**src/rtl/switch_debouncer.sv**
```systemverilog
// rtl/switch_debouncer.sv - two-flop synchroniser, shared sample prescaler and per-channel debounce FSM
// Emits a clean level per switch plus one-cycle rise/fall pulses.
module switch_debouncer #(
    parameter int WIDTH        = 4,
    parameter int TICK_DIV     = 1,
    parameter int STABLE_TICKS = 4
) (
    input  logic             clk,
    input  logic             n_rst,
    input  logic [WIDTH-1:0] raw_switch,
    output logic [WIDTH-1:0] switch,
    output logic [WIDTH-1:0] rise,
    output logic [WIDTH-1:0] fall
);

    localparam int CW = $clog2(STABLE_TICKS);
    localparam int PW = (TICK_DIV > 1) ? $clog2(TICK_DIV) : 1;
    localparam logic [CW-1:0] CNT_ONE   = CW'(1);
    localparam logic [CW-1:0] CNT_LAST  = CW'(STABLE_TICKS - 1);
    localparam logic [PW-1:0] PCNT_ONE  = PW'(1);
    localparam logic [PW-1:0] PCNT_LAST = PW'(TICK_DIV - 1);

    typedef enum logic {
        ST_STABLE,
        ST_CHANGING
    } state_t;

    logic [WIDTH-1:0] sync1;
    logic [WIDTH-1:0] sync2;
    logic [PW-1:0]    pcnt;
    logic             tick;

    state_t           state_q [WIDTH];
    state_t           state_d [WIDTH];
    logic [CW-1:0]    cnt_q   [WIDTH];
    logic [CW-1:0]    cnt_d   [WIDTH];
    logic [WIDTH-1:0] switch_d;
    logic [WIDTH-1:0] rise_d;
    logic [WIDTH-1:0] fall_d;

    // Only these flops see the asynchronous pins.
    always_ff @(posedge clk or negedge n_rst) begin
        if (!n_rst) begin
            sync1 <= '0;
            sync2 <= '0;
        end else begin
            sync1 <= raw_switch;
            sync2 <= sync1;
        end
    end

    assign tick = (pcnt == PCNT_LAST);

    always_ff @(posedge clk or negedge n_rst) begin
        if (!n_rst) begin
            pcnt <= '0;
        end else if (tick) begin
            pcnt <= '0;
        end else begin
            pcnt <= pcnt + PCNT_ONE;
        end
    end

    always_ff @(posedge clk or negedge n_rst) begin
        if (!n_rst) begin
            for (int i = 0; i < WIDTH; i++) begin
                state_q[i] <= ST_STABLE;
                cnt_q[i]   <= '0;
            end
            switch <= '0;
            rise   <= '0;
            fall   <= '0;
        end else begin
            for (int i = 0; i < WIDTH; i++) begin
                state_q[i] <= state_d[i];
                cnt_q[i]   <= cnt_d[i];
            end
            switch <= switch_d;
            rise   <= rise_d;
            fall   <= fall_d;
        end
    end

    // cnt counts consecutive ticks on which the synchronised pin disagreed with the output.
    always_comb begin
        switch_d = switch;
        rise_d   = '0;
        fall_d   = '0;
        for (int i = 0; i < WIDTH; i++) begin
            state_d[i] = state_q[i];
            cnt_d[i]   = cnt_q[i];
            case (state_q[i])
                ST_STABLE: begin
                    if (tick && (sync2[i] != switch[i])) begin
                        state_d[i] = ST_CHANGING;
                        cnt_d[i]   = CNT_ONE;
                    end
                end
                ST_CHANGING: begin
                    if (tick) begin
                        if (sync2[i] == switch[i]) begin
                            state_d[i] = ST_STABLE;
                            cnt_d[i]   = '0;
                        end else if (cnt_q[i] == CNT_LAST) begin
                            state_d[i]  = ST_STABLE;
                            cnt_d[i]    = '0;
                            switch_d[i] = sync2[i];
                            rise_d[i]   = sync2[i];
                            fall_d[i]   = ~sync2[i];
                        end else begin
                            cnt_d[i] = cnt_q[i] + CNT_ONE;
                        end
                    end
                end
                default: begin
                    state_d[i] = ST_STABLE;
                    cnt_d[i]   = '0;
                end
            endcase
        end
    end

endmodule
```
**config.mk**
```make
export PLATFORM = sky130hd
export DESIGN_NAME = switch_debouncer
export DESIGN_NICKNAME = d
export VERILOG_FILES = /design/src/rtl/switch_debouncer.sv
export SDC_FILE = /design/constraint.sdc
export NUM_CORES = 1
export LEC_CHECK = 0
export CAP_MARGIN = 25
export CORE_MARGIN = 1
export CORE_UTILIZATION = 55
export CTS_BUF_LIST = sky130_fd_sc_hd__clkbuf_16
export DETAILED_ROUTE_END_ITERATION = 10
export GPL_ROUTABILITY_DRIVEN = 0
export PLACE_DENSITY = 0.81
export SLEW_MARGIN = 10
export SYNTH_ARGS = -nofsm -noshare
export SYNTH_HDL_FRONTEND = slang
export SYNTH_SLANG_ARGS = --single-unit
```
**constraint.sdc**
```tcl
create_clock -name clk -period 3.94 [get_ports clk]
set_clock_uncertainty 0.2 [all_clocks]
set_input_delay 0.591 -clock clk [delete_from_list [all_inputs] [get_ports clk]]
set_output_delay 0.591 -clock clk [all_outputs]
set_load 0.1 [all_outputs]
```
After elaboration in Yosys (flattened, before gate mapping) --
Cells that the tools add are included.
Cells by class: add/sub/neg operators 5, equal/unequal tests 20, multiplexer cells 73, bitwise operators 13, reduce and logical (&&, ||, !) cells 12
Operators by type and width (count):
- $mux W1 | 49
- $mux W2 | 16
- $ne A2 B2 Y1 const B | 8
- $pmux W2 S2 | 4
- $reduce_and A4 Y1 | 4
- $not A1 Y1 | 13
- $add A2 B1 Y2 const B | 4
- $eq A2 B2 Y1 const B | 4
- $pmux W1 S2 | 4
- $reduce_and A2 Y1 | 4
- $eq A1 B1 Y1 | 4
- $logic_and A1 B1 Y1 | 4
- $ne A1 B1 Y1 | 4
- $add A1 B1 Y1 const B | 1
Word-level totals: bits in registers 33, input bits 6, output and inout bits 12, word-level logic and storage cells 140

Depth between registers and ports, before layout --
Gate-level depths: netlist of the first run.
depth after elaboration 5, gate-level depth with buffers 3, depth with buffers taken out 3

Worst setup path after synthesis of the first run --
No wires, ideal clock.
kind register -> output, start point reg switch[0], end point out switch[0], arrival 0.945 ns, data required time 3.149 ns, path slack 2.204 ns, cell stages (with the launch flop) 1, buffers on the path 0, cells stage by stage dfrtp_1
RTL lines:
- start: declaration | RTL line 11 | output logic [WIDTH-1:0] switch,
- start signal: assignment | RTL line 78 | switch <= switch_d;
No word-level cell between the ends.

Final worst setup path of the first run --
start point reg switch[0], end point out switch[0]
No word-level cell between the ends.

==> results of run 1 <==
==> logic make-up after synthesis <==
| logic type | share of synthesized area, % |
|---|---|
| XOR/XNOR | 2.89 |
| flip-flops | 66.0 |
| adder cells (fa/ha/maj) | 7.22 |
| multiplexers | 7.01 |
| AND/OR/NAND/NOR | 10.9 |
| AO/OA/AOI/OAI | 5.98 |
==> state kept, by name, summed over array words and instances, names as in the netlist <==
signal,flops
cnt_q,8
rise,4
switch,4
sync2,4
state_q,4
fall,4
sync1,4
==> cells in the final DEF, fill, tap and decap left out, types with 5 or more instances in the layout <==
master	instances
dfrtp_1	32
ha_1	7
clkbuf_16	5
nand2_1	8
nor3b_1	5
clkdlybuf4s50_1	17
==> stage by stage <==
step                      hold slack (ps)  area (um^2)
final                                 146         1560
after detailed placement              136         1430
after floorplan                      95.4         1210
after CTS                             147         1560
after global routing                  153         1560
after global placement                132         1430
==> per-layer routing <==
layer	global-route usage (%)	part of all wire, %
met5	0	0
met4	8.82	0.61
met3	10.6	5.9
met2	30.6	50
met1	20.2	43
==> power by group through the flow <==
stage	logic [mW]	clock network (mW)	registers, mW
after global routing	0.490	0.373	0.515
after floorplan	0.177	0	0.671
final	0.456	0.352	0.501
after detailed placement	0.455	0	0.504
after CTS	0.462	0.359	0.502
after global placement	0.442	0	0.497
==> cell type report <==
type / count / area share, %
flip-flops and latches: 32 / 51.2
multi-input cells: 51 / 26.4
repair buffers: 18 / 11.4
clock buffers: 5 / 8.00
well taps: 27 / 2.16
clock inverters: 3 / 0.880
==> worst reg2reg max path: stages, from the launching register on <==
cell     delay (ps)
dfrtp_1         390
ha_1            220
nand2_1         140
mux2_2          360
==> final timing paths <==
path	startpoint	end	depth (start not counted)
worst max-delay path	switch[0]$_DFFE_PN0P_	switch[0]	1
min in group asynchronous	n_rst	fall[2]$_DFF_PN0_	2
worst max register to register	cnt_q[6]$_DFFE_PN0P_	switch[0]$_DFFE_PN0P_	3
worst min register to register	sync1[2]$_DFF_PN0_	sync2[2]$_DFF_PN0_	0
max in group asynchronous	n_rst	cnt_q[1]$_DFFE_PN0P_	2
worst min-delay path	sync1[2]$_DFF_PN0_	sync2[2]$_DFF_PN0_	0
==> flow_summary_export.csv, run 1 <==
group,metric,value,unit
logic_synthesis,syn_area,0.00121,mm^2
critical_path,cpLargestDelayFamily,"buffers and inverters",
floorplan,ios,18,
cts,postCtsHoldBufs,0,
final_layout,final_core_util,77.4,%
run_status,status,"finished, final reports clean",
final_layout,fillerInstances,118,
power_and_ir_drop,p_leak,0.717,nW
power_and_ir_drop,total_power,1.31,mW
logic_synthesis,syn_area_per_cell,14.6,um^2
logic_synthesis,synth_top_area_share,66.0,%
final_layout,drive_gt1_share,13.8,%
cts,clock_sinks,32,
sta,finalSetupTns,0,ps
cts,cts-resized-gates,0,
cts,post_cts.repair.setup_buffers,0,
placed_design,dp.cells,128,
sta,final_max_slew_viol_count,0,
floorplan,rows,16,
critical_path,crit_arrival,1850,ps
critical_path,r2r_slack,2510,ps
logic_synthesis,syn_nets,96,
floorplan,die_w,49.0,um
global_routing,first_global_vias,707,
sta,hold_viol,0,
critical_path,slowest_stage,"clkdlybuf4s50_1",
sta,fmax,379,MHz
floorplan,dieArea,0.00240,mm^2
critical_path,worstPathMaxFanout,5,
critical_path,worstPathCellList,"clkdlybuf4s50_1",
routing,via_per_inst,5.01,
worst_hold_path,hp-class,"flip-flop to flip-flop",
routing,wire_per_inst,13.3,um
sta,final-setup-viol-count,0,
global_routing,grt_overflow,0,
routing,drt-initial-drc-count,4,
power_and_ir_drop,clockPowerShare,26.9,%
sta,tightest_slew,973,ps
critical_path,worst-path-buf-inv,1,
final_layout,antenna_cells,0,
logic_synthesis,synth_area_leaders,"dfrtp_1, ha_1, mux2_2",
logic_synthesis,yosysSeqAreaShare,66.0,%
logic_synthesis,async_flop_share,100,%
cts,numCtsBuffers,5,
critical_path,max_stage_delay,1160,ps
logic_synthesis,synth_warnings,0,
power_and_ir_drop,internal_power,0.810,mW
floorplan,coreArea,0.00202,mm^2
final_layout,fin_nets,121,
power_and_ir_drop,power_frac_seq,38.3,%
power_and_ir_drop,swShare,38.1,%
sta,post-route-period-util,66.9,%
final_layout,area_growth,28.9,%
final_layout,multi_input_area,413,um^2
logic_synthesis,yosysUniqueCellTypes,13,
cts,clock_latency,270,ps
logic_synthesis,synth.most_common_cell,"dfrtp_1",
global_routing,antenna_found_initial,0,
placed_design,dp_slack,1610,ps
power_and_ir_drop,ir_drop,0.548,mV
floorplan,floorplan.initialDensity,60.0,%
placed_design,io_buffers,17,
sta,setup_ws,1300,ps
logic_synthesis,synth_edf_count,0,
sta,finalCriticalPeriod,2640,ps
final_layout,regArea,801,um^2
logic_synthesis,synthTopCellsByCount,"dfrtp_1, nand2_1, ha_1",
routing,ant_nets,0,
power_and_ir_drop,switching_power,0.499,mW
sta,rsz0062_at_grt,"no",
routing,firstDrtPassIters,2,
logic_synthesis,yosys.area.top_type,"dfrtp_1",
critical_path,required,3150,ps
cts,cts_tree,"built",
run,maxCapViolations,0,
cts,cts.clk_slew.worst_paths,50,ps
final_layout,fin_cells,136,
cts,cts_max_level,2,
sta,max_slew_margin,34.9,%
global_routing,grt_pass1_wl,3100,um
power_and_ir_drop,p_per_area,837,mW/mm^2
logic_synthesis,synth_cells,83,
critical_path,critical_path_class,"flip-flop to primary output",
critical_path,end_kind,"primary output",
critical_path,worst_setup_path_start_kind,"flip-flop",
cts,cts_max_path_buffers,2,
routing,wirelength,1800,um
routing,drcViolationCount,0,
cts,cts_root_buf,"clkbuf_16",
global_routing,grt_max_degree,33,
global_routing,grt_util_all_layers,19.0,%
routing,vias,681,
power_and_ir_drop,p_comb_share,34.8,%
logic_synthesis,ys_seq_elements,32,
floorplan,die_h,49.0,um
logic_synthesis,synth-main-ff-cell,"dfrtp_1",
(Power assumes the default switching activity.)
==> inputs of run 2 (changes only) <==
--- a/config.mk
+++ b/config.mk
@@ -7,11 +7,11 @@
 export LEC_CHECK = 0
 export CAP_MARGIN = 25
 export CORE_MARGIN = 1
-export CORE_UTILIZATION = 55
+export CORE_UTILIZATION = 46
 export CTS_BUF_LIST = sky130_fd_sc_hd__clkbuf_16
 export DETAILED_ROUTE_END_ITERATION = 10
 export GPL_ROUTABILITY_DRIVEN = 0
-export PLACE_DENSITY = 0.81
+export PLACE_DENSITY = 0.72
 export SLEW_MARGIN = 10
 export SYNTH_ARGS = -nofsm -noshare
 export SYNTH_HDL_FRONTEND = slang
==> constraint.sdc (replaced) <==
create_clock -name clk -period 2.2 [get_ports clk]
set_clock_uncertainty 0.2 [all_clocks]
set_input_delay 0.33 -clock clk [delete_from_list [all_inputs] [get_ports clk]]
set_output_delay 0.33 -clock clk [all_outputs]
set_load 0.1 [all_outputs]
==> run 2 against run 1 <==
Setup slack worse by 650 ps. Routed wire length down 1.3%. Total power up 77%. Hold slack worse by 2.2 ps. Critical path depth unchanged. Global-route usage down 3.3 points. Non-clock buffer count unchanged. Via count up 2.2%. Die area up 19%. Core utilization down 15 points. Register-to-register slack worse by 1700 ps. Critical endpoint unchanged.
==> flow_summary_export.csv, run 2 (synthesis gave the netlist of run 1 again) <==
group,metric,value,unit
run_status,status,"finished, final reports clean",
critical_path,r2r_start,"cnt_q[6]$_DFFE_PN0P_",
critical_path,max_stage_delay,420,ps
global_routing,grt_util_all_layers,15.7,%
floorplan,ios,18,
cts,clock_latency,270,ps
floorplan,die_w,53.4,um
routing,drcViolationCount,0,
final_layout,drive_gt1_share,22.9,%
routing,wire_per_inst,12.8,um
routing,vias,696,
cts,cts_tree,"built",
floorplan,floorplan.initialDensity,49.0,%
critical_path,slowest_stage,"dfrtp_1",
global_routing,grt_pass1_wl,2930,um
sta,setup_ws,659,ps
cts,cts.clk_slew.worst_paths,50,ps
routing,wirelength,1780,um
cts,cts_max_path_buffers,2,
worst_hold_path,hold_start,"sync1[1]$_DFF_PN0_",
critical_path,worstPathCellList,"buf_4",
final_layout,multi_input_area,413,um^2
routing,via_per_inst,5.01,
critical_path,crit_arrival,1010,ps
final_layout,fin_nets,121,
power_and_ir_drop,ir_drop,1.07,mV
global_routing,grt_overflow,0,
sta,final-setup-viol-count,0,
critical_path,cp_num_cells,1,
final_layout,area_growth,26.5,%
critical_path,end_kind,"primary output",
placed_design,dpl.hpwl,1210,um
sta,final_max_slew_viol_count,0,
cts,postCtsHoldBufs,0,
final_layout,fillerInstances,212,
floorplan,rows,18,
sta,post-route-period-util,70.1,%
global_routing,first_global_vias,666,
final_layout,final_common_cell,"dfrtp_1",
floorplan,die_h,53.4,um
critical_path,r2r_slack,830,ps
final_layout,largest-register,"cnt_q",
sta,finalSetupTns,0,ps
placed_design,io_buffers,17,
cts,cts-resized-gates,0,
routing,ant_nets,0,
cts,clock_sinks,32,
final_layout,regArea,801,um^2
cts,post_cts.repair.setup_buffers,0,
critical_path,worst_setup_path_start_kind,"flip-flop",
cts,cts_root_buf,"clkbuf_16",
final_layout,layout_common_cells,"dfrtp_1, buf_4, nand2_1, ha_1",
global_routing,antenna_found_initial,0,
critical_path,required,1670,ps
cts,cts_max_level,2,
placed_design,dp_slack,835,ps
sta,finalCriticalPeriod,1540,ps
cts,numCtsBuffers,5,
floorplan,dieArea,0.00285,mm^2
power_and_ir_drop,p_leak,0.741,nW
global_routing,grt_max_degree,33,
placed_design,dp.cells,131,
run,maxCapViolations,0,
critical_path,cpLargestDelayFamily,"flip-flops",
sta,rsz0062_at_grt,"no",
worst_hold_path,whs_path_depth,0,
final_layout,largest_reg_flops,8,
critical_path,worstReg2RegEnd,"switch[0]$_DFFE_PN0P_",
sta,tightest_slew,385,ps
sta,max_slew_margin,74.3,%
critical_path,worstPathMaxFanout,5,
sta,hold_viol,0,
floorplan,coreArea,0.00248,mm^2
final_layout,antenna_cells,0,
final_layout,final_core_util,62.0,%
worst_hold_path,hp-class,"flip-flop to flip-flop",
critical_path,r2r_cells,3,
routing,drt-initial-drc-count,1,
critical_path,critical_path_class,"flip-flop to primary output",
critical_path,worst-path-buf-inv,1,
power_and_ir_drop,p_per_area,1510,mW/mm^2
final_layout,fin_cells,139,
worst_hold_path,holdPathEnd,"sync2[1]$_DFF_PN0_",
sta,fmax,649,MHz
routing,firstDrtPassIters,2,
==> run 2: cell types whose count changed in the layout (fill, tap and decap cells not counted) <==
cell             before  now
clkinv_2              2    0
buf_4                 1   13
inv_1                 0    2
clkdlybuf4s50_1      17    5
==> run 2: worst max-delay path by stage <==
stage,from,end,slack (ps)
global placement,cnt_q[6]$_DFFE_PN0P_,switch[0]$_DFFE_PN0P_,860
finish,switch[0]$_DFFE_PN0P_,switch[0],660
detailed placement,cnt_q[6]$_DFFE_PN0P_,switch[0]$_DFFE_PN0P_,830
floorplan,switch[0]$_DFFE_PN0P_,cnt_q[7]$_DFFE_PN0P_,490
CTS,switch[0]$_DFFE_PN0P_,switch[0],660
global route,switch[0]$_DFFE_PN0P_,switch[0],630
==> run 2: through the flow <==
stage	hold WS [ps]	total power, mW	area (um^2)
after CTS	147	2.35	1540
after detailed placement	136	1.71	1400
after floorplan	-166	1.52	1210
after global routing	167	2.45	1540
final	144	2.32	1540
after global placement	131	1.68	1400
==> run 2: power by group <==
part / internal (mW) / switching (mW) / leakage (nW)
Combinational: 0.280 / 0.519 / 0.268
Sequential: 0.745 / 0.157 / 0.399
Clock: 0.404 / 0.212 / 0.0738
==> run 2: cell type report <==
type	instances	area share, %
well taps	30	2.44
multi-input cells	51	26.9
flip-flops and latches	32	52.2
clock buffers	5	8.15
clock inverters	3	0.733
repair buffers	18	9.62
==> run 2: layer usage <==
metal / up-vias / track usage (%) / share of wire [%]
met5: - / 0 / 0
met4: 0 / 10.5 / 2.4
met3: 7 / 6.03 / 6.0
met2: 18 / 22.9 / 47
met1: 334 / 18.8 / 45
li1: 337 / - / -
